[src/rtl/pe_seq_ctrl_if.sv]
// PE mode type and the sequencer control/memory bus.
// PE_SEQ_CTRL_PERF_EN adds the cycle and stall counter outputs.
package pe_seq_ctrl_pkg;
   typedef enum logic [3:0] {
      PE_MODE_NTT    = 4'h0,
      PE_MODE_INTT   = 4'h1,
      PE_MODE_PWM    = 4'h2,
      PE_MODE_ADD    = 4'h3,
      PE_MODE_SUB    = 4'h4,
      PE_MODE_COMP   = 4'h8,
      PE_MODE_DECOMP = 4'h9
   } pe_mode_e;
endpackage

interface pe_seq_ctrl_if #(
   parameter int AW = 7
);
   import pe_seq_ctrl_pkg::*;

   logic          start_i;
   pe_mode_e      mode_i;
   logic          hold_i;
   logic          abort_i;
   logic          rd_en_o;
   logic [AW-1:0] rd_addr_o;
   pe_mode_e      pe_ctrl_o;
   logic          pe_valid_o;
   logic          wr_en_o;
   logic [AW-1:0] wr_addr_o;
   logic          busy_o;
   logic          done_o;
`ifdef PE_SEQ_CTRL_PERF_EN
   logic [15:0]   cycle_cnt_o;
   logic [15:0]   stall_cnt_o;

   modport master (
      output start_i, mode_i, hold_i, abort_i,
      input  rd_en_o, rd_addr_o, pe_ctrl_o, pe_valid_o,
      input  wr_en_o, wr_addr_o, busy_o, done_o,
      input  cycle_cnt_o, stall_cnt_o
   );
   modport slave (
      input  start_i, mode_i, hold_i, abort_i,
      output rd_en_o, rd_addr_o, pe_ctrl_o, pe_valid_o,
      output wr_en_o, wr_addr_o, busy_o, done_o,
      output cycle_cnt_o, stall_cnt_o
   );
`else
   modport master (
      output start_i, mode_i, hold_i, abort_i,
      input  rd_en_o, rd_addr_o, pe_ctrl_o, pe_valid_o,
      input  wr_en_o, wr_addr_o, busy_o, done_o
   );
   modport slave (
      input  start_i, mode_i, hold_i, abort_i,
      output rd_en_o, rd_addr_o, pe_ctrl_o, pe_valid_o,
      output wr_en_o, wr_addr_o, busy_o, done_o
   );
`endif
endinterface

[src/rtl/pe_seq_ctrl.sv]
// PE lane sequencer: issues operand reads, aligns write-back to PE latency.
// Optional PE_SEQ_CTRL_PERF_EN adds saturating busy/stall cycle counters.
module pe_seq_ctrl
   import pe_seq_ctrl_pkg::*;
#(
   parameter int ADDR_N = 128,
   parameter int AW     = $clog2(ADDR_N)
) (
   input logic        clk,
   input logic        rst,
   pe_seq_ctrl_if.slave bus
);
   typedef enum logic [1:0] {
      S_IDLE,
      S_ISSUE,
      S_DRAIN,
      S_DONE
   } state_e;

   localparam logic [AW:0] LAST = (AW+1)'(ADDR_N - 1);

   state_e            state;
   state_e            state_n;
   logic [AW:0]       issue_cnt;
   logic [AW:0]       wr_cnt;
   pe_mode_e          mode_q;
   logic              lat3;
   logic [4:0]        sr_v;
   logic [4:0][AW-1:0] sr_a;
   logic              tap_v;
   logic [AW-1:0]     tap_a;
   logic              rd_en;
   logic              wr_en;
   logic              accept;
   logic              flush;

   // Write-back tap: one memory cycle plus LAT PE stages.
   always_comb begin
      tap_v = lat3 ? sr_v[3] : sr_v[4];
      tap_a = lat3 ? sr_a[3] : sr_a[4];
   end

   // Next state, issue and write-back strobes; abort beats last issue/write.
   always_comb begin
      state_n = state;
      rd_en   = 1'b0;
      wr_en   = 1'b0;
      accept  = 1'b0;
      flush   = 1'b0;
      unique case (state)
         S_IDLE: begin
            if (bus.start_i) begin
               accept  = 1'b1;
               state_n = S_ISSUE;
            end
         end
         S_ISSUE: begin
            if (bus.abort_i) begin
               flush   = 1'b1;
               state_n = S_IDLE;
            end else begin
               rd_en = !bus.hold_i;
               wr_en = tap_v;
               if (rd_en && issue_cnt == LAST)
                  state_n = S_DRAIN;
            end
         end
         S_DRAIN: begin
            if (bus.abort_i) begin
               flush   = 1'b1;
               state_n = S_IDLE;
            end else begin
               wr_en = tap_v;
               if (wr_en && wr_cnt == LAST)
                  state_n = S_DONE;
            end
         end
         S_DONE: state_n = S_IDLE;
         default: state_n = S_IDLE;
      endcase
   end

   // State register.
   always_ff @(posedge clk or negedge rst) begin
      if (!rst) state <= S_IDLE;
      else      state <= state_n;
   end

   // Mode/latency latch and issue/write counters.
   always_ff @(posedge clk or negedge rst) begin
      if (!rst) begin
         issue_cnt <= '0;
         wr_cnt    <= '0;
         mode_q    <= PE_MODE_NTT;
         lat3      <= 1'b0;
      end else if (accept) begin
         issue_cnt <= '0;
         wr_cnt    <= '0;
         mode_q    <= bus.mode_i;
         lat3      <= bus.mode_i[3];
      end else begin
         if (rd_en) issue_cnt <= issue_cnt + (AW+1)'(1);
         if (wr_en) wr_cnt    <= wr_cnt + (AW+1)'(1);
      end
   end

   // In-flight tracker; abort discards every pending entry.
   always_ff @(posedge clk or negedge rst) begin
      if (!rst) begin
         sr_v <= '0;
         sr_a <= '0;
      end else if (flush) begin
         sr_v <= '0;
         sr_a <= '0;
      end else begin
         sr_v <= {sr_v[3:0], rd_en};
         sr_a <= {sr_a[3:0], issue_cnt[AW-1:0]};
      end
   end

   assign bus.rd_en_o    = rd_en;
   assign bus.rd_addr_o  = rd_en ? issue_cnt[AW-1:0] : '0;
   assign bus.pe_ctrl_o  = mode_q;
   assign bus.pe_valid_o = sr_v[0];
   assign bus.wr_en_o    = wr_en;
   assign bus.wr_addr_o  = wr_en ? tap_a : '0;
   assign bus.busy_o     = (state != S_IDLE);
   assign bus.done_o     = (state == S_DONE);

`ifdef PE_SEQ_CTRL_PERF_EN
   logic [15:0] cyc_q;
   logic [15:0] stall_q;

   // Saturating busy-cycle and issue-stall counters, cleared on start.
   always_ff @(posedge clk or negedge rst) begin
      if (!rst) begin
         cyc_q   <= '0;
         stall_q <= '0;
      end else if (accept) begin
         cyc_q   <= '0;
         stall_q <= '0;
      end else begin
         if (state != S_IDLE && cyc_q != 16'hFFFF)
            cyc_q <= cyc_q + 16'd1;
         if (state == S_ISSUE && bus.hold_i && stall_q != 16'hFFFF)
            stall_q <= stall_q + 16'd1;
      end
   end

   assign bus.cycle_cnt_o = cyc_q;
   assign bus.stall_cnt_o = stall_q;
`endif
endmodule

[src/flat_wrapper.sv]
// flat-port wrapper written by rule: the top's interface ports become plain ports
module pe_seq_ctrl_flat import pe_seq_ctrl_pkg::*;
#(
   parameter int ADDR_N = 128,
   parameter int AW     = $clog2(ADDR_N)
)
  (clk, rst, bus_start_i, bus_mode_i, bus_hold_i, bus_abort_i, bus_rd_en_o, bus_rd_addr_o, bus_pe_ctrl_o, bus_pe_valid_o, bus_wr_en_o, bus_wr_addr_o, bus_busy_o, bus_done_o);
  pe_seq_ctrl_if #(.AW(AW)) bus_i ();
  input logic clk;
  input logic rst;
  input wire logic [$bits(bus_i.start_i)-1:0] bus_start_i;
  input wire logic [$bits(bus_i.mode_i)-1:0] bus_mode_i;
  input wire logic [$bits(bus_i.hold_i)-1:0] bus_hold_i;
  input wire logic [$bits(bus_i.abort_i)-1:0] bus_abort_i;
  output wire logic [$bits(bus_i.rd_en_o)-1:0] bus_rd_en_o;
  output wire logic [$bits(bus_i.rd_addr_o)-1:0] bus_rd_addr_o;
  output wire logic [$bits(bus_i.pe_ctrl_o)-1:0] bus_pe_ctrl_o;
  output wire logic [$bits(bus_i.pe_valid_o)-1:0] bus_pe_valid_o;
  output wire logic [$bits(bus_i.wr_en_o)-1:0] bus_wr_en_o;
  output wire logic [$bits(bus_i.wr_addr_o)-1:0] bus_wr_addr_o;
  output wire logic [$bits(bus_i.busy_o)-1:0] bus_busy_o;
  output wire logic [$bits(bus_i.done_o)-1:0] bus_done_o;
  assign bus_i.start_i = bus_start_i;
  assign bus_i.mode_i = bus_mode_i;
  assign bus_i.hold_i = bus_hold_i;
  assign bus_i.abort_i = bus_abort_i;
  assign bus_rd_en_o = bus_i.rd_en_o;
  assign bus_rd_addr_o = bus_i.rd_addr_o;
  assign bus_pe_ctrl_o = bus_i.pe_ctrl_o;
  assign bus_pe_valid_o = bus_i.pe_valid_o;
  assign bus_wr_en_o = bus_i.wr_en_o;
  assign bus_wr_addr_o = bus_i.wr_addr_o;
  assign bus_busy_o = bus_i.busy_o;
  assign bus_done_o = bus_i.done_o;
  pe_seq_ctrl #(.ADDR_N(ADDR_N), .AW(AW)) u_core (.clk(clk), .rst(rst), .bus(bus_i));
endmodule
[config.mk]
export PLATFORM = sky130hd
export DESIGN_NAME = pe_seq_ctrl_flat
export DESIGN_NICKNAME = d
export VERILOG_FILES = /design/src/rtl/pe_seq_ctrl_if.sv /design/src/rtl/pe_seq_ctrl.sv /design/src/flat_wrapper.sv
export SDC_FILE = /design/constraint.sdc
export NUM_CORES = 1
export LEC_CHECK = 0
export ABC_AREA = 1
export BUFFER_PORTS_ARGS = -buffer_cell sky130_fd_sc_hd__buf_2
export CORE_ASPECT_RATIO = 0.9
export CORE_MARGIN = 2
export CORE_UTILIZATION = 35
export DETAILED_ROUTE_END_ITERATION = 10
export PLACE_DENSITY = 0.57
export SLEW_MARGIN = 20
export SYNTH_ARGS = -nofsm -noshare
export SYNTH_HDL_FRONTEND = slang
export SYNTH_SLANG_ARGS = --single-unit
export TNS_END_PERCENT = 100
[constraint.sdc]
create_clock -name clk -period 1.45 [get_ports clk]
set_input_delay 0.29 -clock clk [delete_from_list [all_inputs] [get_ports clk]]
set_output_delay 0.29 -clock clk [all_outputs]
set_load 0.02 [all_outputs]
* Word level (Yosys, flattened, before mapping)
Index checks and enable logic that the tools add are counted.
** Storage, ports and cells
- Word-level logic and storage cells :: 54
- ROM bits :: 0
- Register bits :: 63
- Output and inout port bits :: 23
- Bits in latches :: 0
- Bits in writable memories :: 0
- Memories :: 0
** Cells by class
- Reduce and logical (&&, ||, !) cells :: 9
- Mux-type cells :: 24
- $lt $le $gt $ge :: 0
- Bitwise logic cells :: 0
- $mul :: 0
- Eq/ne operators :: 8
- Shift-type cells :: 0
- $add $sub $neg :: 2
- Div/mod/pow operators :: 0
** Operators by type and width (number)
- $mux W35 :: 1
- $mux W8 :: 4
- $mux W7 :: 3
- $add A8 B1 Y8 const B :: 2
- $eq A8 B7 Y1 const B :: 2
- $mux W2 :: 5
- $mux W1 :: 9
- $pmux W2 S4 :: 1
- $ne A3 B2 Y1 const B :: 2
- $reduce_bool A2 Y1 :: 3
- $mux W5 :: 1
- $eq A2 B2 Y1 const B :: 2
- $reduce_and A3 Y1 :: 1
- $eq A2 B1 Y1 const B :: 1
- $logic_and A1 B1 Y1 :: 2
- $logic_not A2 Y1 :: 1
- $ne A2 B2 Y1 const B :: 1
- $reduce_or A2 Y1 :: 1
- $logic_not A1 Y1 :: 1

* Longest topological paths before layout
- Word-level depth :: 5
- Mapped depth :: 10
- Gate-level depth less buffers :: 9

* Worst setup path after synthesis
No wires, ideal clock.
- Kind :: reg-to-output
- Start point :: register u_core.state[1]
- End point :: output bus_rd_addr_o[0]
- Stages on the path, launching flop included :: 8
- Arrival time :: 1.346 ns
- Slack :: -0.186 ns
- Cells stage by stage :: dfrtp_1 > inv_1 > ha_1 > inv_2 > nor2_1 > nand2_1 > buf_4 > nor2_1
** Between the ends
- Longest elaborated chain between the ends :: 3
** Ends and longest elaborated chain
- start: declaration :: line pe_seq_ctrl.sv:22 : state_e state;
- start signal: assignment :: line pe_seq_ctrl.sv:86 : else state <= state_n;
- $eq A2 B1 Y1 :: line pe_seq_ctrl.sv:50 : unique case (state)
- $mux W1 :: line pe_seq_ctrl.sv:50
- $mux W7 :: line pe_seq_ctrl.sv:122 : assign bus.rd_addr_o = rd_en ? issue_cnt[AW-1:0] : '0;
- end: declaration :: line flat_wrapper.sv:16 : output wire logic [$bits(bus_i.rd_addr_o)-1:0] bus_rd_addr_o;
Every way passes these cells.

* Worst setup path in the final report
- Start point :: register u_core.state[0]
- End point :: output bus_wr_addr_o[6]
** Between the ends
- Longest elaborated chain between the ends :: 4
- Elaborated cells between the ends (all ways) :: 5
- Those cells by class :: eq/ne (2); mux (2); reduce/logical (1)
** Ends and longest elaborated chain
- $eq A2 B1 Y1 or $eq A2 B2 Y1 (tied branches) :: line pe_seq_ctrl.sv:50
- $reduce_or A2 Y1 (no source line) (*)
- $mux W1 (*)
- $mux W7 (*) :: line pe_seq_ctrl.sv:126 : assign bus.wr_addr_o = wr_en ? tap_a : '0;
- end: declaration :: line flat_wrapper.sv:20 : output wire logic [$bits(bus_i.wr_addr_o)-1:0] bus_wr_addr_o;
Mark *: on every way between the ends. The rest lies on a longest branch, timed or not.

==> impl_metrics.yaml <==
power_and_ir_drop:
  p_leak_nw: 1.83
  power.total_mw: 5.40
  irDropWorstVdd_mv: 0.517
  powerDensity_nw_per_um2: 1390
cts:
  numCtsBuffers: 9
  cts_tree: "done"
  cts-root-buf: "clkbuf_8"
  clock_latency_ns: 0.33
  clk_pin_slew_ns: 0.07
  cts_max_path_buffers: 2
  htree_levels: 3
  cts_sinks: 62
route:
  first_pass_iters: 4
  drt_wl_total_um: 5600
  antenna_left: 0
  vias: 2150
  via_per_inst: 4.33
  wl_per_cell_um: 11.3
  drtIter0Drc: 90
  drcViolationCount: 0
synthesis:
  yosysSeqAreaShare_pct: 54.9
  syn_inst: 330
  yosys_register_bits: 62
  synth_common_cells: "nand2_1 (66), nor2_1 (66), dfrtp_1 (62), inv_1 (56), nand3_1 (12)"
  synth_compound_area_share_pct: 5.67
  yosys.area_share.simple_pct: 25.2
  syn-cell-area_sq_um: 2830
  yosysUniqueCellTypes: 31
  synth_top_cell_by_area: "dfrtp_1"
  syn-num-nets: 346
  synth.avg_cell_area_sq_um: 8.57
  ys_async_sr_fraction_pct: 100
  yosysWarnings: 0
  yosys-top-cells-area: "dfrtp_1 (55%), nand2_1 (8.8%), nor2_1 (8.8%)"
  synthFlopType: "dfrtp_1"
  synth_fa_ha_area_share_pct: 3.10
  synth-edff-count: 0
  synth_top_family_by_area: "simple AND/OR/NAND/NOR gates"
  synthXorXnorAreaFrac_pct: 0.310
  synth_mux_area_share_pct: 0
  netlist.area_leader.share_pct: 54.9
floorplanning:
  std_cell_rows: 31
  dieArea_sq_um: 8810
  core_sq_um: 7950
  dieHeight_um: 89.3
  ios: 32
  start_util_pct: 35.5
  die_x_um: 98.7
timing:
  fin_crit_sh_pct: 129
  fin_crit_ns: 1.86
  hold_violations: 0
  setup_violations: 23
  drv_slew: 0
  rsz0062_at_grt: "yes"
  max_slew_margin_pct: 78.1
  fin_skew_ns: 0.00605
  max_freq_mhz: 537
  tightest_slew_ns: 0.329
  fin_ws_ns: -0.414
cells_and_area:
  fin_nets: 409
  antenna_cells: 0
  synthToLayoutAreaGrowth_pct: 37.6
  layout-drive-gt1-share_pct: 32.9
  final_core_util_pct: 48.9
worst_setup_path:
  cp_slowest_cell: "dfrtp_1"
  arrival_ns: 1.57
  cp_max_fo: 9
  critPathBufInv: 3
  criticalPathCategory: "reg2out"
  critical-path-top-delay-family: "flip-flops"
  reg2reg_slack_ns: -0.20
  crit_chain: "inv_2 -> ha_4 -> nand3_4 -> buf_12 -> a21oi_4 -> buf_6"
  worstSetupEndpointType: "primary output"
  cpPeakStageDelay_ns: 0.40
  critPathRequiredTime_ns: 1.16
  start_kind: "register"
global_route:
  grt_pass1_wl_um: 9490
  grt_max_degree: 51
  antenna_found_initial: 0
  grt_pass1_vias: 2077
  track_usage_pct: 13.8
  gr-total-overflow: 0
run_status:
  status: "finished, violations left"
  violations: "setup timing"
place:
  place_congestion: 0.849
  dp_hpwl_um: 3700
  io_buffers: 31
job:
  max_cap_violations: 0
worst_hold_path:
  hold_path_class: "in2reg"
==> kinds of logic after synthesis <==
kind of cell,after synthesis
buffers and inverters,72
and+or+nand+nor,164
adders and majority gates,7
xor gates and xnor gates,1
DFF,62
AOI/OAI and AO/OA,24
==> worst reg2reg max path, cell delays in order, from the launching register on <==
cell and delay (ns):
dfrtp_1 0.41, buf_6 0.13, ha_4 0.15, inv_2 0.06, nor2_4 0.04, nand2_2 0.08
buf_12 0.16, nor2_4 0.05, buf_4 0.12, buf_4 0.12, buf_4 0.13, nor3_2 0.13
==> per-stage QoR <==
stage | TNS [ns] | std cells | cell area (sq um) | worst slack (ns) | hold WS (ns)
after floorplan | -0.391 | 330 | 2970 | -0.0536 | -0.00559
after global placement | -0.656 | 470 | 3380 | -0.100 | 0.205
after detailed placement | -1.23 | 470 | 3380 | -0.138 | 0.214
after CTS | -6.57 | 492 | 3760 | -0.417 | 0.131
after global routing | -8.65 | 497 | 3890 | -0.487 | 0.139
final | -6.60 | 497 | 3890 | -0.414 | 0.149
==> worst paths after layout <==
kind                                 startpoint                       to  cells past startpoint
worst max register to register  u_core.state[0]      u_core.issue_cnt[0]                     11
worst max-delay path            u_core.state[0]         bus_wr_addr_o[6]                      6
max in group asynchronous                   rst           u_core.sr_a[8]                      3
worst min register to register  u_core.sr_a[20]          u_core.sr_a[27]                      2
min in group asynchronous                   rst      u_core.issue_cnt[7]                      2
worst min-delay path              bus_mode_i[0]  u_core.bus.pe_ctrl_o[0]                      3
==> where the power goes <==
part / total, mW / switching, mW / internal (mW)
clock: 1.52 / 0.635 / 0.886
combinational: 1.80 / 1.00 / 0.791
sequential: 2.08 / 0.142 / 1.94
==> timing repair <==
item,in CTS,in global routing
hold buffers,1,0
gates cloned,0,0
endpoints found under the hold margin,12,0
gates resized for setup,44,23
pin swaps,3,8
endpoints found under the setup margin,25,34
buffers inserted,5,5
==> area by class of cell <==
type / instances / area [sq um]
clock inverters: 3 / 42.5
clock buffers: 13 / 159
fillers: 736 / 4060
inverters: 63 / 246
multi-input cells: 196 / 1190
flip-flops and latches: 62 / 1550
repair buffers: 61 / 576
well taps: 99 / 124
==> layout by cell type, fill, tap and decap left out, types with 3 or more instances in the layout <==
cell type and instances:
o21ai_1 6, a21oi_1 4, buf_4 21, nand3_1 11, nor2_1 55, buf_2 12, nand2_4 4, a21oi_2 3
inv_2 8, buf_6 22, nand2_1 62, nor2_4 11, nand4_1 5, nand2_2 5, a21oi_4 7, clkbuf_8 11
dfrtp_1 61, nor2_2 3, buf_12 5, inv_1 53, ha_4 4
==> per-layer routing <==
layer | part of all wire (%) | GRT usage (%)
met1 | 49 | 17.9
met2 | 47 | 21.6
met3 | 2.9 | 5.47
met4 | 0.73 | 4.23
met5 | 0 | 0
==> flip-flops by register name (all words and copies together), names as in the netlist <==
name                  cells
u_core.issue_cnt          8
u_core.bus.pe_ctrl_o      3
u_core.sr_v               5
u_core.wr_cnt             8
u_core.lat3               1
u_core.sr_a              35
u_core.state              2
No activity file was read; power rests on OpenSTA's default activity.
